[src/rtl/serial_add_ctrl.sv]
// serial_add_ctrl: bit-serial adder/subtractor controller.
// A single 1-bit full-adder cell is time-shared across a WIDTH-bit operation,
// LSB first, with the carry held in a flip-flop between bits.
// Optional feature macro: SERIAL_ADD_OVF_EN (signed overflow flag).
// With the macro undefined, ovf is tied to 0 and no capture flop is built.
module serial_add_ctrl #(
    parameter int WIDTH = 8
) (
    input  logic             clk,
    input  logic             rst_n,
    input  logic             start,
    input  logic             sub,
    input  logic [WIDTH-1:0] a_in,
    input  logic [WIDTH-1:0] b_in,
    output logic             busy,
    output logic             done,
    output logic [WIDTH-1:0] sum_out,
    output logic             cout,
    output logic             ovf
);

    localparam int CNT_W = $clog2(WIDTH) + 1;

    typedef enum logic [1:0] {
        IDLE = 2'd0,
        RUN  = 2'd1,
        FIN  = 2'd2
    } state_t;

    state_t             r_state;
    state_t             w_state_next;

    logic [WIDTH-1:0]   r_a;
    logic [WIDTH-1:0]   r_b;
    logic [WIDTH-1:0]   r_res;
    logic               r_carry;
    logic [CNT_W-1:0]   r_cnt;
    logic [WIDTH-1:0]   r_sum_out;
    logic               r_cout;

    logic               w_cell_s;
    logic               w_cell_c;
    logic               w_last;
    logic [WIDTH-1:0]   w_res_next;

    // Shared 1-bit full-adder cell fed by the operand LSBs and the carry flop
    assign w_cell_s   = r_a[0] ^ r_b[0] ^ r_carry;
    assign w_cell_c   = (r_a[0] & r_b[0]) | (r_a[0] & r_carry) | (r_b[0] & r_carry);
    assign w_last     = (r_cnt == CNT_W'(WIDTH - 1));
    // Result after the current bit is shifted in at the MSB
    assign w_res_next = {w_cell_s, r_res[WIDTH-1:1]};

    // State register
    always_ff @(posedge clk or negedge rst_n) begin
        if (!rst_n) begin
            r_state <= IDLE;
        end else begin
            r_state <= w_state_next;
        end
    end

    // Next-state logic: start only matters in IDLE, FIN always lasts one cycle
    always_comb begin
        w_state_next = r_state;
        case (r_state)
            IDLE:    if (start) w_state_next = RUN;
            RUN:     if (w_last) w_state_next = FIN;
            FIN:     w_state_next = IDLE;
            default: w_state_next = IDLE;
        endcase
    end

    // Operand load, per-bit shifting and result capture. The output registers
    // are loaded on the RUN->FIN edge so they are already valid while done is high.
    always_ff @(posedge clk or negedge rst_n) begin
        if (!rst_n) begin
            r_a       <= '0;
            r_b       <= '0;
            r_res     <= '0;
            r_carry   <= 1'b0;
            r_cnt     <= '0;
            r_sum_out <= '0;
            r_cout    <= 1'b0;
        end else begin
            case (r_state)
                IDLE: begin
                    if (start) begin
                        r_a     <= a_in;
                        r_b     <= sub ? ~b_in : b_in;
                        r_carry <= sub;
                        r_cnt   <= '0;
                    end
                end
                RUN: begin
                    r_res   <= w_res_next;
                    r_a     <= r_a >> 1;
                    r_b     <= r_b >> 1;
                    r_carry <= w_cell_c;
                    r_cnt   <= r_cnt + 1'b1;
                    if (w_last) begin
                        r_sum_out <= w_res_next;
                        r_cout    <= w_cell_c;
                    end
                end
                default: begin
                end
            endcase
        end
    end

`ifdef SERIAL_ADD_OVF_EN
    logic r_cin_msb;

    // Capture the carry into the MSB during the final RUN cycle
    always_ff @(posedge clk or negedge rst_n) begin
        if (!rst_n) begin
            r_cin_msb <= 1'b0;
        end else if (r_state == RUN && w_last) begin
            r_cin_msb <= r_carry;
        end
    end

    // Both flops hold until the next completion, so ovf holds with sum_out
    assign ovf = r_cin_msb ^ r_cout;
`else
    assign ovf = 1'b0;
`endif

    assign busy    = (r_state == RUN);
    assign done    = (r_state == FIN);
    assign sum_out = r_sum_out;
    assign cout    = r_cout;

endmodule

[config.mk]
export PLATFORM = sky130hd
export DESIGN_NAME = serial_add_ctrl
export DESIGN_NICKNAME = d
export VERILOG_FILES = /design/src/rtl/serial_add_ctrl.sv
export SDC_FILE = /design/constraint.sdc
export NUM_CORES = 1
export LEC_CHECK = 0
export BUFFER_PORTS_ARGS = -buffer_cell sky130_fd_sc_hd__buf_2
export CAP_MARGIN = 20
export CORE_MARGIN = 5
export CORE_UTILIZATION = 35
export CTS_CLUSTER_SIZE = 10
export DETAILED_ROUTE_END_ITERATION = 12
export GPL_TIMING_DRIVEN = 0
export PLACE_DENSITY_LB_ADDON = 0.3
export SLEW_MARGIN = 10
export SYNTH_ARGS = -nofsm -noshare
export SYNTH_HDL_FRONTEND = slang
export SYNTH_SLANG_ARGS = --single-unit
[constraint.sdc]
create_clock -name clk -period 1.62 [get_ports clk]
set_input_delay 0.243 -clock clk [delete_from_list [all_inputs] [get_ports clk]]
set_output_delay 0.243 -clock clk [all_outputs]
set_load 0.1 [all_outputs]
# Word level (Yosys, flattened, before mapping)
# Index checks and enable logic that the tools add are counted.
# Widths: inputs -> output; s select.
# op_classes
bitwise	8
muxes	12
n_reduce_logical	5
n_addsub	1
eq_ne	5
# ops
op	n
$pmux 8 s2	2
$mux 8	3
$not 8->8	1
$pmux 4 s2	1
$reduce_and 2->1	3
$add 4x1->4 const B	1
$eq 4x3->1 const B	1
$mux 2	2
$mux 4	1
$pmux 2 s2	1
$and 1x1->1	3
$eq 2x1->1 const B	1
$eq 2x2->1 const B	1
$logic_not 2->1	1
$ne 2x1->1 const B	1
$ne 2x2->1 const B	1
$or 1x1->1	2
$pmux 1 s2	1
$reduce_bool 2->1	1
$xor 1x1->1	2
$mux 1	1
# word_totals
ff_bits	40
in_bits	20

# Longest topological paths before layout
# Gate-level depths: netlist of the first run.
# depth
ltp_word	4
depth_mapped	6

# Worst setup path after synthesis of the first run
# OpenSTA, ideal clock, no wires.
# synth_timing
path_kind	reg2out
from	register r_state[1]
to	output port done
n_path_buf	2
arrival_time_ns	2.167
setup_slack_ns	-0.790
stages_incl_launch_ff	4
cell_sequence	dfrtp_1 -> buf_2 -> clkbuf_1 -> nor2b_1
# synth_via
elab_chain_len	1
# synth_rtl
item	line_no	text
start: declaration	30	state_t r_state;
start signal: assignment	58	r_state <= w_state_next;
$eq 2x2->1	130	assign done = (r_state == FIN);
end: declaration	16	output logic done,
# No other way between the ends.

# Worst setup path after layout of the first run
# Same ends and word-level chain as after synthesis.

==> results.txt, run 1 <==
----------------------------------------------------
[Drt]
  DRC violation total after the first TritonRoute iteration ... 73
  Final routed DRC violation total ... 0
  DRT Pass-1 Iters ... 4
  Met2 Routed Length ... 1.72 mm
  Wl on met1 ... 1.83 mm
  Via count of the routed design ... 1353
  Met3 wirelength from detailed routing ... 186 um
  Post-DR wirelength/cell ... 13.2 um
  WL final ... 3.76 mm
  Count of antenna-violating nets left after detailed routing ... 0
  Vias per cell ... 4.76
  Top Layer Used ... met4

[Clock tree]
  Number of H-tree branching levels ... 2
  Clock latency on the worst-skew pair ... 280 ps
  Cts bufs inserted ... 5
  Bufs on Longest Clock Path ... 2
  CTS sink count ... 39
  Clock-pin slew reported for the worst setup and hold paths after clock tree synthesis ... 80 ps
  Clk root buf ... clkbuf_8
  CTS tree ... built

[STA]
  Worst Clk Skew ... 4.50 ps
  Maximum clock frequency ... 641 MHz
  Worst slew pin tran ... 864 ps
  Period Utilization, post-route ... 96.4%
  Final Hold Viols ... 0
  Post-layout min period ... 1560 ps
  Worst rel slew slack ... 42.4%
  Count of final max-slew check failures ... 0
  Endpoints failing setup ... 0

[Synthesis]
  Synthesized area per cell ... 10.3 um^2
  Number of warnings reported in the yosys synthesis log ... 0
  XOR/XNOR share of the synthesized area ... 3.92%
  Post-synthesis share of cell area spent on full adders, half adders and majority gates ... 1.82%
  Synth Instances ... 173
  Nets in the synthesized netlist ... 195
  Portion of netlist area occupied by mux cells ... 6.30%
  Part of the Yosys area used for sequential elements ... 54.6%
  Distinct cell type count after synthesis ... 26
  Synthesized cell area ... 1790 um^2
  Fraction of the mapped netlist area in compound gates ... 14.0%
  #FFs+latches synth ... 39
  Synthesized-area fraction occupied by and/or/nand/nor cells ... 15.8%
  Main combinational cell family by area after synthesis ... simple AND/OR/NAND/NOR gates

[Power]
  Worst VDD drop ... 0.00134 V
  Static power due to leakage ... 0.00103 uW
  Power density over the cells ... 2090 nW/um^2

[Critical path]
  Crit. End Element ... output pin
  Worst reg-to-reg setup slack ... 150 ps
  Startpoint of the worst register-to-register path ... r_cnt[0]$_DFFE_PN0P_
  Crit Path Category ... flip-flop to output pin
  Worst-case reg-to-reg path depth ... 5
  Critical path peak fanout ... 10
  Arrival time at the worst endpoint ... 1320 ps
  Worst Setup Start Kind ... flip-flop
  Required time at the endpoint of the critical path ... 1380 ps
  Capturing point of the worst reg2reg path ... cout$_DFFE_PN0P_

[Die]
  Number of placement rows ... 26
  Core Region ... 5040 um^2
  Overall die height ... 81.5 um
  Initial Utilization ... 35.5%
  Overall die area ... 6640 um^2
  Width of the die ... 81.5 um
  I/O pin total ... 32

[GRT]
  Pin count of the biggest net entering global routing ... 40
  Via count of the first global-routing pass ... 1335
  Overall Global Routing Usage ... 12.5%
  Overall overflow remaining after global route ... 0
  Initial antenna violation count ... 0
  Wire length of the first global-routing pass ... 6.27 mm

[Cells and area]
  Final core occ ... 44.2%
  Post-Layout Inst Area ... 2230 um^2
  Antenna diode count ... 0
  Fraction of layout cells with a size suffix above 1 ... 29.4%
  Highest-count cells in the layout ignoring fill and taps ... nand2_1, dfrtp_1, buf_2
  Most frequent standard cell in the layout excluding fill and tap cells ... nand2_1
  Number of nets in the final layout ... 235
  Area added between synthesis and finish ... 24.7%

[Run]
  Max-cap viol count ... 0

[Place]
  HPWL after DPL ... 2.54 mm
  Final Wtd Congestion ... 0.757
  Placement Cell Area ... 2030 um^2
  Port Buffers ... 29

[Run status]
  Status ... finished, final reports clean

[Min path]
  Worst min path class ... input port to async pin

----------------------------------------------------
synthesized netlist by cell type (all sizes together):
library cell  number  share of area [%]
buf                6                1.8
nand3              3               0.84
inv                1               0.21
o221ai             6                2.9
a21oi             10                2.8
dfrtp             39                 55
nor2               3               0.63
nor3               1               0.91
o21ai             11                3.1
mux2              10                6.3
ha                 1               0.70
nor2b             10                3.5
a22oi              8                3.4
nand2             40                8.4
clkbuf             6                1.3
xnor2              8                3.9
conb               1               0.21
o211ai             1               0.42
fa                 1                1.1
and3b              1               0.49
or3                1               0.35
o21bai             1               0.42
nand2b             2               0.70
a22o               2               0.98
critical path: stages (launching register included):
cell,delay (ps)
dfrtp_1,390
buf_6,140
clkbuf_8,160
nor2b_4,160
buf_12,180
routing by layer:
layer / GRT usage (%) / up-vias
met5: 0 / -
met4: 4.56 / 0
met3: 3.40 / 4
met2: 19.5 / 29
met1: 16.6 / 651
li1: - / 669
area by class of cell:
cell class                      count  area (um^2)
Timing Repair Buffer               34          225
Buffer                             11         75.1
Sequential cell                    39          977
Tap cell                           70         87.6
Clock inverter                      1         5.00
Clock buffer                        7         76.3
Multi-Input combinational cell    121          767
Fill cell                         494         2810
Inverter                            1         16.3
state kept, by name (all words and copies together), names as in the netlist:
signal and cells:
cout 1, r_a 8, r_b 8, r_carry 1
r_cnt 4, r_res 7, r_state 2, sum_out 8
power by group:
part | switching (uW) | internal [uW]
sequential | 281 | 1380
clock | 320 | 302
combinational | 1600 | 770
total | 2200 | 2450
how the worst max path moves through the flow:
| stage | startpoint | endpoint | cells past startpoint |
|---|---|---|---|
| floorplan | r_state[1]$_DFFE_PN0P_ | r_a[1]$_DFFE_PN0P_ | 6 |
| global placement | r_state[1]$_DFFE_PN0P_ | busy | 5 |
| detailed placement | r_state[1]$_DFFE_PN0P_ | busy | 5 |
| CTS | r_state[1]$_DFFE_PN0P_ | done | 4 |
| global route | r_state[1]$_DFFE_PN0P_ | done | 4 |
| finish | r_state[1]$_DFFE_PN0P_ | done | 4 |
cells by family after synthesis:
logic type | after synthesis
simple gates | 61
compound gates | 39
flops | 39
buf+inv | 13
mux | 10
xor+xnor | 8
fa+ha+maj | 2
other cells | 1
metrics by stage:
step	setup TNS, ps	worst slack [ps]	hold WS, ps	std cells	power (uW)
floorplan	0	9.67	-52.6	173	3400
global placement	-479	-268	413	272	3830
detailed placement	-493	-279	412	272	3870
CTS	0	4.72	102	281	4650
global route	-0.415	-0.415	149	284	4990
finish	0	59.0	71.6	284	4650
what timing repair did:
action | 4_1_cts | 5_1_grt
gates resized for setup | 18 | 6
gates cloned | 0 | 0
hold buffers | 0 | 0
buffers inserted | 2 | 3
endpoints found under the setup margin | 11 | 9
pin swaps | 1 | 1
endpoints found under the hold margin | 0 | 0
Note: power is estimated with default switching activity, not from simulation.
==> run 2, diff against run 1 <==
- SETUP_SLACK_MARGIN: default -> 0.5
==> run 2 against run 1 <==
Net effect: wire length up 25%; die area unchanged; sequential power up 8%; critical endpoint is now busy; clock-buffer cell count down 1; largest power group unchanged; cell count up 11%; hold slack better by 7.4 ps; clock skew up 1.7 ps; global-route usage up 2.0 points; critical path type unchanged; core utilization up 15 points; maximum frequency about the same; sequential share of layout area down 11 points; via count up 12%.
==> results.txt, run 2 (same netlist as run 1, synthesis figures left out) <==
----------------------------------------------------
[Run status]
  Status ... finished, final reports clean (unchanged)

[Cells and area]
  Antenna diode count ... 0 (unchanged)
  Fraction of layout cells with a size suffix above 1 ... 56.9% (was 29.4%)
  Filler cell count in the final layout ... 399 (was 494)
  Highest-count cells in the layout ignoring fill and taps ... dfrtp_1, buf_4, nand2_1 (was nand2_1, dfrtp_1, buf_2)
  Area added between synthesis and finish ... 68.1% (was 24.7%)
  Final core occ ... 59.6% (was 44.2%)
  Most frequent standard cell in the layout excluding fill and tap cells ... dfrtp_1 (was nand2_1)
  Number of nets in the final layout ... 267 (was 235)

[Critical path]
  Critical path peak fanout ... 3 (was 10)
  Required time at the endpoint of the critical path ... 1380 ps (about the same)
  Arrival time at the worst endpoint ... 1320 ps (about the same)
  Crit Path Category ... flip-flop to output pin (unchanged)
  Startpoint of the most critical setup path ... r_state[1]$_DFFE_PN0P_ (unchanged)
  Crit. End Element ... output pin (unchanged)
  Startpoint of the worst register-to-register path ... r_state[1]$_DFFE_PN0P_ (was r_cnt[0]$_DFFE_PN0P_)
  Worst Setup Start Kind ... flip-flop (unchanged)

[GRT]
  Wire length of the first global-routing pass ... 7.25 mm (was 6.27 mm)
  Overall Global Routing Usage ... 14.5% (was 12.5%)
  Via count of the first global-routing pass ... 1466 (was 1335)
  Initial antenna violation count ... 0 (unchanged)
  Pin count of the biggest net entering global routing ... 40 (unchanged)
  Overall overflow remaining after global route ... 0 (unchanged)

[STA]
  Hold slack ... 79.1 ps (was 71.6 ps)
  Maximum clock frequency ... 641 MHz (about the same)
  Worst rel slew slack ... 39.4% (was 42.4%)
  Endpoints failing setup ... 0 (unchanged)
  Final Hold Viols ... 0 (unchanged)
  RSZ-0062 raised after global routing ... yes
  Post-layout min period ... 1560 ps (about the same)
  Worst Clk Skew ... 6.20 ps (was 4.50 ps)
  Count of final max-slew check failures ... 0 (unchanged)
  Period Utilization, post-route ... 96.3% (was 96.4%)
  Worst slew pin tran ... 909 ps (was 864 ps)
  Setup WS post-layout ... 60.0 ps (was 59.0 ps)

[Power]
  Static power due to leakage ... 0.00138 uW (was 0.00103 uW)
  Worst VDD drop ... 0.000899 V (was 0.00134 V)
  Power density over the cells ... 2310 nW/um^2 (was 2090 nW/um^2)

[Drt]
  DRC violation total after the first TritonRoute iteration ... 40 (was 73)
  Count of antenna-violating nets left after detailed routing ... 0 (unchanged)
  Via count of the routed design ... 1512 (was 1353)
  WL final ... 4.70 mm (was 3.76 mm)
  Post-DR wirelength/cell ... 14.9 um (was 13.2 um)
  DRT Pass-1 Iters ... 4 (unchanged)
  Vias per cell ... 4.78 (was 4.76)
  Final routed DRC violation total ... 0 (unchanged)

[Die]
  Width of the die ... 81.5 um (unchanged)
  Core Region ... 5040 um^2 (unchanged)
  Overall die height ... 81.5 um (unchanged)
  I/O pin total ... 32 (unchanged)
  Initial Utilization ... 35.5% (unchanged)
  Overall die area ... 6640 um^2 (unchanged)
  Number of placement rows ... 26 (unchanged)

[Clock tree]
  Hold-fix buffers, CTS ... 0 (unchanged)
  Clock-pin slew reported for the worst setup and hold paths after clock tree synthesis ... 80 ps (about the same)
  Bufs on Longest Clock Path ... 2 (unchanged)
  Clk root buf ... clkbuf_8 (unchanged)
  Number of H-tree branching levels ... 2 (unchanged)
  CTS sink count ... 39 (unchanged)
  CTS tree ... built (unchanged)
  Clock latency on the worst-skew pair ... 290 ps (was 280 ps)
  Cts bufs inserted ... 5 (unchanged)

[Place]
  Post-placement setup slack ... -31.0 ps (was -279 ps)
  HPWL after DPL ... 2.50 mm (was 2.54 mm)
  Port Buffers ... 29 (unchanged)
  Final Wtd Congestion ... 0.709 (was 0.757)

[Run]
  Max-cap viol count ... 0 (unchanged)

[Min path]
  Worst min path class ... input port to async pin (unchanged)

----------------------------------------------------
[run 2: metrics by stage]
step / area (um^2) / std cells / power [uW] / setup TNS [ps]
after detailed placement: 2090 / 272 / 4040 / -31.0
final: 3010 / 316 / 6950 / 0
after CTS: 2680 / 298 / 6190 / 0
after global routing: 3010 / 316 / 7310 / 0
after global placement: 2090 / 272 / 4000 / -40.2
after floorplan: 1860 / 173 / 3580 / 0
[run 2: cell type report]
cell class | instances | area, um^2 | share of cell area [%]
Multi-Input combinational cell | 121 | 996 | 33.1
Sequential cell | 39 | 977 | 32.5
Timing Repair Buffer | 65 | 677 | 22.5
Buffer | 12 | 124 | 4.12
Tap cell | 70 | 87.6 | 2.91
Clock buffer | 6 | 72.6 | 2.41
Clock inverter | 2 | 60.1 | 2.00
Inverter | 1 | 11.3 | 0.375
[run 2: worst paths after layout]
path,to,slack [ps],cells after the start
setup / recovery,busy,60,5
hold / removal,sum_out[0]$_DFFE_PN0P_,80,1
setup reg to reg,r_b[0]$_DFFE_PN0P_,90,9
hold reg to reg,r_res[1]$_DFFE_PN0P_,480,2
max in group asynchronous,r_state[0]$_DFFE_PN0P_,930,1
min in group clk,r_a[1]$_DFFE_PN0P_,220,3
[run 2: repair_timing]
action | 4_1_cts | 5_1_grt
setup buffers | 17 | 17
endpoints found under the hold margin | 0 | 0
resized for setup | 86 | 53
endpoints found under the setup margin | 49 | 50
pin swaps | 12 | 19
gates cloned | 1 | 1
[run 2: routing by layer]
metal | GRT usage (%) | routed length [um] | vias up
met3 | 3.62 | 219 | 2
met1 | 19.1 | 2030 | 742
met4 | 4.56 | 17 | 0
met2 | 23.3 | 2440 | 35
li1 | - | - | 733
met5 | 0 | 0 | -
[run 2: power breakdown]
group	internal, uW	switching, uW	leakage [uW]	total, uW
combinational	2110	2080	0.000814	4190
sequential	1380	427	0.000505	1800
clock	616	344	0.0000654	960
total	4100	2850	0.00138	6950
[run 2: critical path: stages (launching register included)]
cell	delay [ps]
dfrtp_1	420
nand2b_4	170
buf_8	130
inv_8	50
buf_12	90
buf_12	160
==> run 3, diff against run 2 <==
- RECOVER_POWER: default -> 25
==> run 3 against run 2 <==
Net effect: clock skew did not move; critical path depth unchanged; die area did not move; core utilization unchanged; maximum frequency is the same; via count did not move; worst setup slack is the same; cell count stayed put.
==> results.txt, run 3 (same netlist as run 1, synthesis figures left out) <==
----------------------------------------------------
[STA]
  Hold slack ... 113 ps (was 79.1 ps)
  Total negative slack ... 0 ps (unchanged)
  Endpoints failing setup ... 0 (unchanged)
  Post-layout min period ... 1560 ps (unchanged)
  Maximum clock frequency ... 641 MHz (unchanged)
  Count of final max-slew check failures ... 0 (unchanged)
  RSZ-0062 raised after global routing ... yes (unchanged)
  Period Utilization, post-route ... 96.3% (unchanged)
  Worst Clk Skew ... 6.20 ps (unchanged)
  Final Hold Viols ... 0 (unchanged)
  Worst slew pin tran ... 1020 ps (was 909 ps)
  Worst rel slew slack ... 31.9% (was 39.4%)

[Drt]
  WL final ... 4.70 mm (about the same)
  Final routed DRC violation total ... 0 (unchanged)
  Via count of the routed design ... 1512 (unchanged)
  Vias per cell ... 4.78 (unchanged)
  Count of antenna-violating nets left after detailed routing ... 0 (unchanged)
  DRT Pass-1 Iters ... 4 (unchanged)
  DRC violation total after the first TritonRoute iteration ... 40 (unchanged)
  Post-DR wirelength/cell ... 14.9 um (about the same)

[Clock tree]
  Number of H-tree branching levels ... 2 (unchanged)
  Cts bufs inserted ... 5 (unchanged)
  Hold-fix buffers, CTS ... 0 (unchanged)
  CTS sink count ... 39 (unchanged)
  Bufs on Longest Clock Path ... 2 (unchanged)
  Clock latency on the worst-skew pair ... 290 ps (about the same)
  CTS tree ... built (unchanged)
  Clk root buf ... clkbuf_8 (unchanged)
  Clock-pin slew reported for the worst setup and hold paths after clock tree synthesis ... 80 ps (about the same)

[Power]
  Overall Power ... 6950 uW (about the same)
  Net switching share of the total power ... 41.0% (about the same)
  Power density over the cells ... 2310 nW/um^2 (about the same)
  Cell-internal power ... 4100 uW (about the same)
  Worst VDD drop ... 0.000899 V (about the same)
  Switch Pwr ... 2850 uW (about the same)
  Flop pwr share ... 25.9% (about the same)
  Static power due to leakage ... 0.00138 uW (about the same)
  Combinational cell fraction of total power ... 60.3% (about the same)
  Clk network pwr share ... 13.8% (about the same)

[Cells and area]
  Most frequent standard cell in the layout excluding fill and tap cells ... dfrtp_1 (unchanged)
  Fraction of layout cells with a size suffix above 1 ... 56.9% (unchanged)
  Highest-count cells in the layout ignoring fill and taps ... dfrtp_1, buf_4, nand2_1 (unchanged)
  Antenna diode count ... 0 (unchanged)
  Area added between synthesis and finish ... 68.1% (unchanged)
  Final core occ ... 59.6% (unchanged)
  Number of nets in the final layout ... 267 (unchanged)

[Critical path]
  Critical path peak fanout ... 3 (unchanged)
  Worst Setup Start Kind ... flip-flop (unchanged)
  Capturing point of the worst reg2reg path ... r_b[0]$_DFFE_PN0P_ (unchanged)
  Required time at the endpoint of the critical path ... 1380 ps (about the same)
  Worst-case reg-to-reg path depth ... 9 (unchanged)
  Startpoint of the worst register-to-register path ... r_state[1]$_DFFE_PN0P_ (unchanged)
  Arrival time at the worst endpoint ... 1320 ps (about the same)
  Worst reg-to-reg setup slack ... 90 ps (about the same)
  Crit. End Element ... output pin (unchanged)
  Crit Path Category ... flip-flop to output pin (unchanged)

[Die]
  Core Region ... 5040 um^2 (unchanged)
  Width of the die ... 81.5 um (unchanged)
  I/O pin total ... 32 (unchanged)
  Initial Utilization ... 35.5% (unchanged)
  Number of placement rows ... 26 (unchanged)
  Overall die height ... 81.5 um (unchanged)
  Overall die area ... 6640 um^2 (unchanged)

[GRT]
  Overall Global Routing Usage ... 14.5% (unchanged)
  Overall overflow remaining after global route ... 0 (unchanged)
  Initial antenna violation count ... 0 (unchanged)
  Pin count of the biggest net entering global routing ... 40 (unchanged)
  Via count of the first global-routing pass ... 1466 (unchanged)
  Wire length of the first global-routing pass ... 7.25 mm (unchanged)

[Place]
  Final Wtd Congestion ... 0.709 (unchanged)
  Port Buffers ... 29 (unchanged)
  HPWL after DPL ... 2.50 mm (unchanged)

[Min path]
  Worst min path class ... input port to async pin (unchanged)

[Run status]
  Status ... finished, final reports clean (unchanged)

[Run]
  Max-cap viol count ... 0 (unchanged)

----------------------------------------------------
run 3: changes by cell type in the layout (fill, tap and decap cells not counted), sizes merged:
cell and change:
clkbuf +1, buf -1
run 3: worst max-delay path by stage:
| stage | cells after the start | startpoint | to |
|---|---|---|---|
| global route | 5 | r_state[1]$_DFFE_PN0P_ | busy |
| floorplan | 4 | r_cnt[0]$_DFFE_PN0P_ | cout$_DFFE_PN0P_ |
| CTS | 5 | r_state[1]$_DFFE_PN0P_ | busy |
| finish | 5 | r_state[1]$_DFFE_PN0P_ | busy |
| global placement | 5 | r_state[1]$_DFFE_PN0P_ | busy |
| detailed placement | 5 | r_state[1]$_DFFE_PN0P_ | busy |
run 3: timing repair:
item | 4_1_cts | 5_1_grt
setup buffers | 17 | 17
cloned | 1 | 1
pin swaps | 12 | 19
resized for setup | 86 | 53
setup endpoints to repair | 49 | 50
run 3: metrics by stage:
stage / worst slack (ps) / instance area, um^2 / instances
2_1_floorplan: 206 / 1860 / 173
3_3_place_gp: -40.2 / 2090 / 272
3_5_place_dp: -31.0 / 2090 / 272
4_1_cts: 69.1 / 2680 / 298
5_1_grt: 14.7 / 3010 / 316
6_report: 60.0 / 3010 / 316
run 3: metal layers:
layer	part of all wire, %	track usage, %	vias up	wire [um]
li1	-	-	733	-
met1	43	19.1	742	2030
met2	52	23.3	35	2440
met3	4.5	3.62	2	213
met4	0.36	4.56	0	17
met5	0	0	-	0
run 3: area by class of cell:
| class | count | area, um^2 |
|---|---|---|
| timing repair buffer | 65 | 677 |
| inverter | 1 | 11.3 |
| buffer | 12 | 124 |
| fill | 399 | 2040 |
| tap | 70 | 87.6 |
| sequential | 39 | 977 |
| clock buffer | 6 | 72.6 |
| clock inverter | 2 | 60.1 |
| multi-input combinational | 121 | 996 |
run 3: critical path, cell delays in order (launching register included):
cell and delay [ps]:
dfrtp_1 420, nand2b_4 170, buf_8 130, inv_8 50, buf_12 90, buf_12 160
run 3: power groups by stage:
stage                     clock network, uW  registers [uW]  logic (uW)
after global placement                    0            1670        2330
after floorplan                           0            2300        1280
final                                   960            1800        4190
after detailed placement                  0            1670        2360
after CTS                               981            1740        3460
after global routing                   1030            1850        4430
